===== src/rtl/mem_access_unit_if.sv =====
// mem_access_unit_if: handshaked data-memory bus between the load/store unit
// (master) and a data cache or AXI bridge (slave).
//   data_req_o     master->slave  request valid, held until data_addr_ok_i
//   data_wr_o      master->slave  1 = write
//   data_wstrb_o   master->slave  byte strobes, bit 3 = byte offset 0
//   data_addr_o    master->slave  word-aligned address
//   data_wdata_o   master->slave  write data (lane-replicated)
//   data_addr_ok_i slave->master  request accepted
//   data_data_ok_i slave->master  read data valid / write acknowledged
//   data_rdata_i   slave->master  read data
interface mem_access_unit_if #(
    parameter int ADDR_WIDTH = 32
);
    logic                  data_req_o;
    logic                  data_wr_o;
    logic [3:0]            data_wstrb_o;
    logic [ADDR_WIDTH-1:0] data_addr_o;
    logic [31:0]           data_wdata_o;
    logic                  data_addr_ok_i;
    logic                  data_data_ok_i;
    logic [31:0]           data_rdata_i;

    modport master (
        output data_req_o, data_wr_o, data_wstrb_o, data_addr_o, data_wdata_o,
        input  data_addr_ok_i, data_data_ok_i, data_rdata_i
    );

    modport slave (
        input  data_req_o, data_wr_o, data_wstrb_o, data_addr_o, data_wdata_o,
        output data_addr_ok_i, data_data_ok_i, data_rdata_i
    );
endinterface


===== src/rtl/mem_access_unit.sv =====
// mem_access_unit: multi-cycle load/store unit for the memory stage.
// Accepts one op at a time from the pipeline, steers bytes onto a
// req/addr_ok/data_ok bus, sign/zero-extends loads, flags misaligned
// accesses (ALE), handles LL/SC, pipeline flushes and a bus watchdog.
//
// Optional feature: define MEM_LLSC_EN to build the LLbit, the SC-fail path
// and llbit_clr_i handling. Without it LL is a plain word load and SC always
// stores and reports success.
//
// Ports:
//   clk, rst            clock, asynchronous active-high reset
//   mem_*_i, tag_i      op presented by the pipeline (valid/ready handshake)
//   ready_o, busy_o     unit idle / unit busy
//   flush_i             pipeline flush, llbit_clr_i clears LLbit (ERTN)
//   done_o ... bad_addr_o  one-cycle completion pulse and its payload
//   bus                 data bus, master side (all bus outputs registered)
module mem_access_unit #(
    parameter int ADDR_WIDTH     = 32,
    parameter int TAG_WIDTH      = 5,
    parameter int TIMEOUT_CYCLES = 255
) (
    input  logic                  clk,
    input  logic                  rst,
    input  logic                  mem_valid_i,
    output logic                  ready_o,
    input  logic                  mem_we_i,
    input  logic [1:0]            mem_size_i,
    input  logic                  mem_unsigned_i,
    input  logic                  mem_ll_i,
    input  logic                  mem_sc_i,
    input  logic [ADDR_WIDTH-1:0] mem_addr_i,
    input  logic [31:0]           store_data_i,
    input  logic [TAG_WIDTH-1:0]  tag_i,
    input  logic                  flush_i,
    input  logic                  llbit_clr_i,
    output logic                  done_o,
    output logic [31:0]           rdata_o,
    output logic [TAG_WIDTH-1:0]  tag_o,
    output logic                  ale_o,
    output logic                  buserr_o,
    output logic [ADDR_WIDTH-1:0] bad_addr_o,
    output logic                  busy_o,
    mem_access_unit_if.master     bus
);
    typedef enum logic [1:0] {IDLE, REQ, WAIT, DRAIN} state_t;

    typedef struct packed {
        logic                  we;
        logic [1:0]            size;
        logic                  uns;
        logic                  ll;
        logic                  sc;
        logic [ADDR_WIDTH-1:0] addr;
        logic [TAG_WIDTH-1:0]  tag;
    } op_t;

    localparam int CW = (TIMEOUT_CYCLES > 0) ? $clog2(TIMEOUT_CYCLES + 1) : 1;
    localparam logic [CW-1:0] TO_LAST = CW'((TIMEOUT_CYCLES > 0) ? TIMEOUT_CYCLES - 1 : 0);

    state_t                state, state_nxt;
    op_t                   op;
    logic [CW-1:0]         cnt;
    logic                  accept, ale, sc_fail, go_bus, fast, timeout, data_ok, kill;
    logic [1:0]            off, size_eff;
    logic [3:0]            strb_d;
    logic [31:0]           wdata_d, load_val;
    logic [7:0]            byte_v;
    logic [15:0]           half_v;
    logic                  done_d, ale_d, buserr_d, fast_d;
    logic [31:0]           rdata_d;
    logic [TAG_WIDTH-1:0]  tag_d;
    logic [ADDR_WIDTH-1:0] bad_d;
    logic                  done_q, ale_q, fast_q;

    assign ready_o  = (state == IDLE);
    assign busy_o   = ~ready_o;
    assign accept   = mem_valid_i & ready_o & ~flush_i;
    assign off      = mem_addr_i[1:0];
    assign size_eff = (mem_ll_i | mem_sc_i) ? 2'd2 : mem_size_i;
    assign ale      = ((size_eff == 2'd1) & off[0]) | (size_eff[1] & (off != 2'b00));
    assign go_bus   = accept & ~ale & ~sc_fail;
    // ALE and SC-fail complete locally the next cycle without touching the bus
    assign fast     = accept & (ale | sc_fail);
    assign data_ok  = bus.data_data_ok_i;
    assign timeout  = (TIMEOUT_CYCLES != 0) && (state != IDLE) && (cnt == TO_LAST);

`ifdef MEM_LLSC_EN
    logic llbit;
    assign sc_fail = mem_sc_i & ~llbit;

    // Clear request wins over an LL completing in the same cycle.
    always_ff @(posedge clk or posedge rst) begin
        if (rst)
            llbit <= 1'b0;
        else if (llbit_clr_i)
            llbit <= 1'b0;
        else if (state == WAIT && data_ok && !flush_i) begin
            if (op.ll)
                llbit <= 1'b1;
            else if (op.sc)
                llbit <= 1'b0;
        end
    end
`else
    logic unused_llsc;
    assign sc_fail     = 1'b0;
    assign unused_llsc = llbit_clr_i ^ op.ll;
`endif

    // State register
    always_ff @(posedge clk or posedge rst) begin
        if (rst)
            state <= IDLE;
        else
            state <= state_nxt;
    end

    // Next state. A watchdog expiry beats addr_ok in REQ, but a real data_ok
    // in WAIT beats the watchdog.
    always_comb begin
        state_nxt = state;
        unique case (state)
            IDLE:  if (go_bus) state_nxt = REQ;
            REQ: begin
                if (timeout)                 state_nxt = IDLE;
                else if (bus.data_addr_ok_i) state_nxt = flush_i ? DRAIN : WAIT;
                else if (flush_i)            state_nxt = IDLE;
            end
            WAIT: begin
                if (data_ok || timeout)      state_nxt = IDLE;
                else if (flush_i)            state_nxt = DRAIN;
            end
            DRAIN: if (data_ok || timeout) state_nxt = IDLE;
        endcase
    end

    // Lane steering for the op being accepted
    always_comb begin
        unique case (size_eff)
            2'd0: begin
                strb_d  = 4'b1000 >> off;
                wdata_d = {4{store_data_i[7:0]}};
            end
            2'd1: begin
                strb_d  = off[1] ? 4'b0011 : 4'b1100;
                wdata_d = {2{store_data_i[15:0]}};
            end
            default: begin
                strb_d  = 4'b1111;
                wdata_d = store_data_i;
            end
        endcase
    end

    // Load extraction from the latched op; offset 0 lives in the top byte
    always_comb begin
        unique case (op.addr[1:0])
            2'd0:    byte_v = bus.data_rdata_i[31:24];
            2'd1:    byte_v = bus.data_rdata_i[23:16];
            2'd2:    byte_v = bus.data_rdata_i[15:8];
            default: byte_v = bus.data_rdata_i[7:0];
        endcase
        half_v = op.addr[1] ? bus.data_rdata_i[15:0] : bus.data_rdata_i[31:16];
        unique case (op.size)
            2'd0:    load_val = op.uns ? {24'd0, byte_v} : {{24{byte_v[7]}}, byte_v};
            2'd1:    load_val = op.uns ? {16'd0, half_v} : {{16{half_v[15]}}, half_v};
            default: load_val = bus.data_rdata_i;
        endcase
    end

    // Completion outputs (next-cycle values)
    always_comb begin
        done_d   = 1'b0;
        ale_d    = 1'b0;
        buserr_d = 1'b0;
        fast_d   = 1'b0;
        rdata_d  = '0;
        tag_d    = op.tag;
        bad_d    = '0;
        if (fast) begin
            done_d = 1'b1;
            fast_d = 1'b1;
            ale_d  = ale;
            bad_d  = ale ? mem_addr_i : '0;
            tag_d  = tag_i;
        end else if (state == WAIT && data_ok && !flush_i) begin
            done_d  = 1'b1;
            rdata_d = op.sc ? 32'd1 : (op.we ? 32'd0 : load_val);
        end else if ((state == REQ || (state == WAIT && !data_ok)) && timeout && !flush_i) begin
            done_d   = 1'b1;
            buserr_d = 1'b1;
            bad_d    = op.addr;
        end
    end

    // Datapath, bus and completion registers
    always_ff @(posedge clk or posedge rst) begin
        if (rst) begin
            op                <= '0;
            cnt               <= '0;
            bus.data_req_o    <= 1'b0;
            bus.data_wr_o     <= 1'b0;
            bus.data_wstrb_o  <= '0;
            bus.data_addr_o   <= '0;
            bus.data_wdata_o  <= '0;
            done_q            <= 1'b0;
            ale_q             <= 1'b0;
            fast_q            <= 1'b0;
            buserr_o          <= 1'b0;
            rdata_o           <= '0;
            tag_o             <= '0;
            bad_addr_o        <= '0;
        end else begin
            cnt <= (state == IDLE) ? '0 : cnt + 1'b1;
            if (accept) begin
                op.we   <= mem_we_i | mem_sc_i;
                op.size <= size_eff;
                op.uns  <= mem_unsigned_i;
                op.ll   <= mem_ll_i;
                op.sc   <= mem_sc_i;
                op.addr <= mem_addr_i;
                op.tag  <= tag_i;
            end
            // Request stays up, with stable fields, for as long as we sit in REQ
            bus.data_req_o <= (state_nxt == REQ);
            if (go_bus) begin
                bus.data_wr_o    <= mem_we_i | mem_sc_i;
                bus.data_wstrb_o <= strb_d;
                bus.data_addr_o  <= {mem_addr_i[ADDR_WIDTH-1:2], 2'b00};
                bus.data_wdata_o <= wdata_d;
            end
            done_q     <= done_d;
            ale_q      <= ale_d;
            fast_q     <= fast_d;
            buserr_o   <= buserr_d;
            rdata_o    <= rdata_d;
            tag_o      <= tag_d;
            bad_addr_o <= bad_d;
        end
    end

    // A flush arriving while an ALE/SC-fail result is on the outputs kills it
    assign kill   = fast_q & flush_i;
    assign done_o = done_q & ~kill;
    assign ale_o  = ale_q & ~kill;
endmodule


===== src/flat_wrapper.sv =====
// flat-port wrapper written by rule: the top's interface ports become plain ports
module mem_access_unit_flat 
#(
    parameter int ADDR_WIDTH     = 32,
    parameter int TAG_WIDTH      = 5,
    parameter int TIMEOUT_CYCLES = 255
)
  (clk, rst, mem_valid_i, ready_o, mem_we_i, mem_size_i, mem_unsigned_i, mem_ll_i, mem_sc_i, mem_addr_i, store_data_i, tag_i, flush_i, llbit_clr_i, done_o, rdata_o, tag_o, ale_o, buserr_o, bad_addr_o, busy_o, bus_data_req_o, bus_data_wr_o, bus_data_wstrb_o, bus_data_addr_o, bus_data_wdata_o, bus_data_addr_ok_i, bus_data_data_ok_i, bus_data_rdata_i);
  mem_access_unit_if #(.ADDR_WIDTH(ADDR_WIDTH)) bus_i ();
  input  logic clk;
  input  logic rst;
  input  logic mem_valid_i;
  output logic ready_o;
  input  logic mem_we_i;
  input  logic [1:0] mem_size_i;
  input  logic mem_unsigned_i;
  input  logic mem_ll_i;
  input  logic mem_sc_i;
  input  logic [ADDR_WIDTH-1:0] mem_addr_i;
  input  logic [31:0] store_data_i;
  input  logic [TAG_WIDTH-1:0] tag_i;
  input  logic flush_i;
  input  logic llbit_clr_i;
  output logic done_o;
  output logic [31:0] rdata_o;
  output logic [TAG_WIDTH-1:0] tag_o;
  output logic ale_o;
  output logic buserr_o;
  output logic [ADDR_WIDTH-1:0] bad_addr_o;
  output logic busy_o;
  output wire logic [$bits(bus_i.data_req_o)-1:0] bus_data_req_o;
  output wire logic [$bits(bus_i.data_wr_o)-1:0] bus_data_wr_o;
  output wire logic [$bits(bus_i.data_wstrb_o)-1:0] bus_data_wstrb_o;
  output wire logic [$bits(bus_i.data_addr_o)-1:0] bus_data_addr_o;
  output wire logic [$bits(bus_i.data_wdata_o)-1:0] bus_data_wdata_o;
  input wire logic [$bits(bus_i.data_addr_ok_i)-1:0] bus_data_addr_ok_i;
  input wire logic [$bits(bus_i.data_data_ok_i)-1:0] bus_data_data_ok_i;
  input wire logic [$bits(bus_i.data_rdata_i)-1:0] bus_data_rdata_i;
  assign bus_data_req_o = bus_i.data_req_o;
  assign bus_data_wr_o = bus_i.data_wr_o;
  assign bus_data_wstrb_o = bus_i.data_wstrb_o;
  assign bus_data_addr_o = bus_i.data_addr_o;
  assign bus_data_wdata_o = bus_i.data_wdata_o;
  assign bus_i.data_addr_ok_i = bus_data_addr_ok_i;
  assign bus_i.data_data_ok_i = bus_data_data_ok_i;
  assign bus_i.data_rdata_i = bus_data_rdata_i;
  mem_access_unit #(.ADDR_WIDTH(ADDR_WIDTH), .TAG_WIDTH(TAG_WIDTH), .TIMEOUT_CYCLES(TIMEOUT_CYCLES)) u_core (.clk(clk), .rst(rst), .mem_valid_i(mem_valid_i), .ready_o(ready_o), .mem_we_i(mem_we_i), .mem_size_i(mem_size_i), .mem_unsigned_i(mem_unsigned_i), .mem_ll_i(mem_ll_i), .mem_sc_i(mem_sc_i), .mem_addr_i(mem_addr_i), .store_data_i(store_data_i), .tag_i(tag_i), .flush_i(flush_i), .llbit_clr_i(llbit_clr_i), .done_o(done_o), .rdata_o(rdata_o), .tag_o(tag_o), .ale_o(ale_o), .buserr_o(buserr_o), .bad_addr_o(bad_addr_o), .busy_o(busy_o), .bus(bus_i));
endmodule

===== config.mk =====
export PLATFORM = sky130hd
export DESIGN_NAME = mem_access_unit_flat
export DESIGN_NICKNAME = d
export VERILOG_FILES = /design/src/rtl/mem_access_unit_if.sv /design/src/rtl/mem_access_unit.sv /design/src/flat_wrapper.sv
export SDC_FILE = /design/constraint.sdc
export NUM_CORES = 1
export LEC_CHECK = 0
export BUFFER_PORTS_ARGS = -buffer_cell sky130_fd_sc_hd__buf_4
export CAP_MARGIN = 10
export CORE_ASPECT_RATIO = 1.5
export CORE_MARGIN = 4
export CORE_UTILIZATION = 30
export CTS_BUF_LIST = sky130_fd_sc_hd__clkbuf_2 sky130_fd_sc_hd__clkbuf_4 sky130_fd_sc_hd__clkbuf_8
export DETAILED_ROUTE_END_ITERATION = 10
export MAX_ROUTING_LAYER = met4
export PLACE_DENSITY_LB_ADDON = 0.12
export SYNTH_ARGS = -nofsm -noshare
export SYNTH_HDL_FRONTEND = slang
export SYNTH_SLANG_ARGS = --single-unit

===== constraint.sdc =====
create_clock -name clk -period 10.4 [get_ports clk]
set_input_delay 3.12 -clock clk [delete_from_list [all_inputs] [get_ports clk]]
set_output_delay 3.12 -clock clk [all_outputs]
set_load 0.005 [all_outputs]

==> qor.txt <==
Hold Path Stages -> 2
global-route wire length before repair -> 39.2 mm
Post-synth top cells -> 280 x nand2_1, 192 x dfrtp_1, 54 x nor2_1, 35 x clkbuf_1, 31 x mux2i_1
RePlAce Congestion -> 0.778
die area -> 29,500 um^2
Synth area leaders -> dfrtp_1 60%, nand2_1 13%, mux2i_1 3.9%
worst hold path class -> reg2reg
post-route antenna net violation count -> 0
htree depth -> 4
Lkg Pwr -> 5.55 nW
placed cell count -> 1,360
clock sink count -> 192
via count of the first global-routing pass -> 6,838
startpoint types -> input pin
TritonCTS buffer count -> 17
# IOs -> 258
FP Rows -> 73
post_cts resized -> 0
minimum clock period -> 6.68 ns
DR pass1 iterations -> 4
worst-margin pin slew -> 0.943 ns
Pins Over Slew Limit -> 0
Syn Inst Count -> 813
R2R cell count -> 6
RSZ-0062 raised after global routing -> no
Die Wd -> 142 um
sequential area share after synthesis -> 59.8%
VDD IR max -> 0.118 mV
Max Freq -> 150 MHz
Root Driver -> clkbuf_8
Max clock buf depth -> 2
Crit. End Element -> output pin
Clock Skew -> 0.0135 ns
Core Area -> 26,500 um^2
Clock Latency Late Sink -> 0.48 ns
final non-filler cell total -> 1,392
area of the multi-input gates -> 2950 um^2
flops & latches, synth -> 192
CTS tree -> yes
syn avg cell area -> 9.88 um^2
port bufs -> 254
initial antenna violation count -> 0
Post-synth ARST share -> 100%
fin util -> 40.1%
die height -> 208 um
Starting Density -> 30.3%
DRC marker count from the first detailed-route iteration -> 238
mapped cell area -> 8030 um^2
Via Count -> 6,472
Synth area leader -> dfrtp_1
share of cells above drive strength 1 -> 30.8%
DP HPWL -> 17.3 mm
routed len/inst -> 18.1 um
Critical Path AT -> 3.56 ns
register area -> 4800 um^2
Tot GR Track Use -> 17.8%
final period utilization -> 64.3%
ys flop type -> dfrtp_1
clock transition at the registers of the reported paths -> 0.09 ns
final WL -> 25.2 mm
Remaining DRCs -> 0
Syn. warnings -> 0
routed vias/inst -> 4.65
antenna cell count -> 0
setup TNS -> 0 ns
Data required, critical path -> 7.28 ns
Synth top area share -> 59.8%
most numerous cell in the Yosys netlist -> nand2_1
Max transition margin -> 37.2%
max-cap violations -> 0
# Post-CTS Setup Buffers -> 0
final net count -> 1,158
P&R area growth vs syn -> 32.2%
final setup fails -> 0
Hold Vio Cnt, Final -> 0
largest net degree at the start of global routing -> 122
Hold-fix buffers, CTS -> 0
critical path type -> in2out
fill count -> 2,686
status -> completed
Synth cell types -> 50
Cell Pwr Density -> 206 nW/um^2
EDFF count, synth -> 0
worst-path fanout max -> 8
grt ovf -> 0
flip-flops by register name, summed over array words and instances, names as in the netlist:
register                 cells
u_core.ale_q                 1
u_core.bad_addr_o           32
u_core.bus.data_addr_o      30
u_core.bus.data_req_o        1
u_core.bus.data_wdata_o     32
u_core.bus.data_wr_o         1
u_core.bus.data_wstrb_o      4
u_core.buserr_o              1
u_core.cnt                   8
u_core.done_q                1
u_core.op                   42
u_core.rdata_o              32
u_core.state                 2
u_core.tag_o                 5
cell type report:
type | count | share of cell area [%]
repair buffers | 264 | 18.7
well taps | 337 | 3.97
inverters | 16 | 0.637
clock inverters | 14 | 1.37
multi-input cells | 551 | 27.7
flip-flops and latches | 192 | 45.3
clock buffers | 18 | 2.33
cell usage in the layout, fill, tap and decap left out, types with 15 or more instances in the layout:
master,netlist,final
nor2_1,54,54
inv_1,16,15
buf_4,3,264
a22o_1,30,30
nor3_1,21,21
clkbuf_8,0,18
dfrtp_1,192,192
nand2_1,280,280
mux2i_1,31,31
o21ai_0,25,25
a21oi_1,16,16
report_power, final:
group / internal, mW / switching (mW)
clock network: 0.205 / 0.297
registers: 0.937 / 0.127
logic: 0.317 / 0.302
cell families (layout without fill, tap and decap cells):
logic type / after synthesis / count (layout) / share of synthesized area, %
compound gates: 108 / 108 / 10.0
flops: 192 / 192 / 59.8
simple gates: 388 / 388 / 19.6
buf+inv: 71 / 312 / 3.77
other cells: 1 / 2 / 0.0467
fa+ha+maj: 2 / 2 / 0.312
xor+xnor: 7 / 7 / 0.763
mux: 44 / 44 / 5.69
per-stage QoR:
step	hold slack [ns]	area (um^2)	power, mW	worst slack (ns)
3_5_place_dp	0.462	10200	1.71	3.71
3_3_place_gp	0.454	10200	1.70	3.71
5_1_grt	0.507	10600	2.34	3.65
4_1_cts	0.486	10600	2.22	3.71
2_1_floorplan	0.442	8030	1.35	2.05
6_report	0.480	10600	2.19	3.72
critical path, stage by stage:
cell	delay [ns]
buf_4	0.14
a21boi_0	0.16
buf_4	0.14
worst paths after layout:
path,endpoint,from,slack [ns]
worst max register to register,u_core.bus.data_req_o,u_core.state[0],7.42
min in group asynchronous,u_core.rdata_o[25],rst,2.81
worst min-delay path,u_core.op[20],u_core.op[20],0.48
worst min register to register,u_core.op[20],u_core.op[20],0.48
max in group asynchronous,u_core.bus.data_addr_o[18],rst,6.07
worst max-delay path,done_o,flush_i,3.72
per-layer routing:
metal	vias to the layer above	GRT usage, %	routed length, um
met3	27	4.60	1500
met2	180	31.1	13400
met5	-	-	0
met1	3118	19.6	9730
met4	0	5.89	578
li1	3147	-	-
Note: power is estimated with default switching activity, not from simulation.
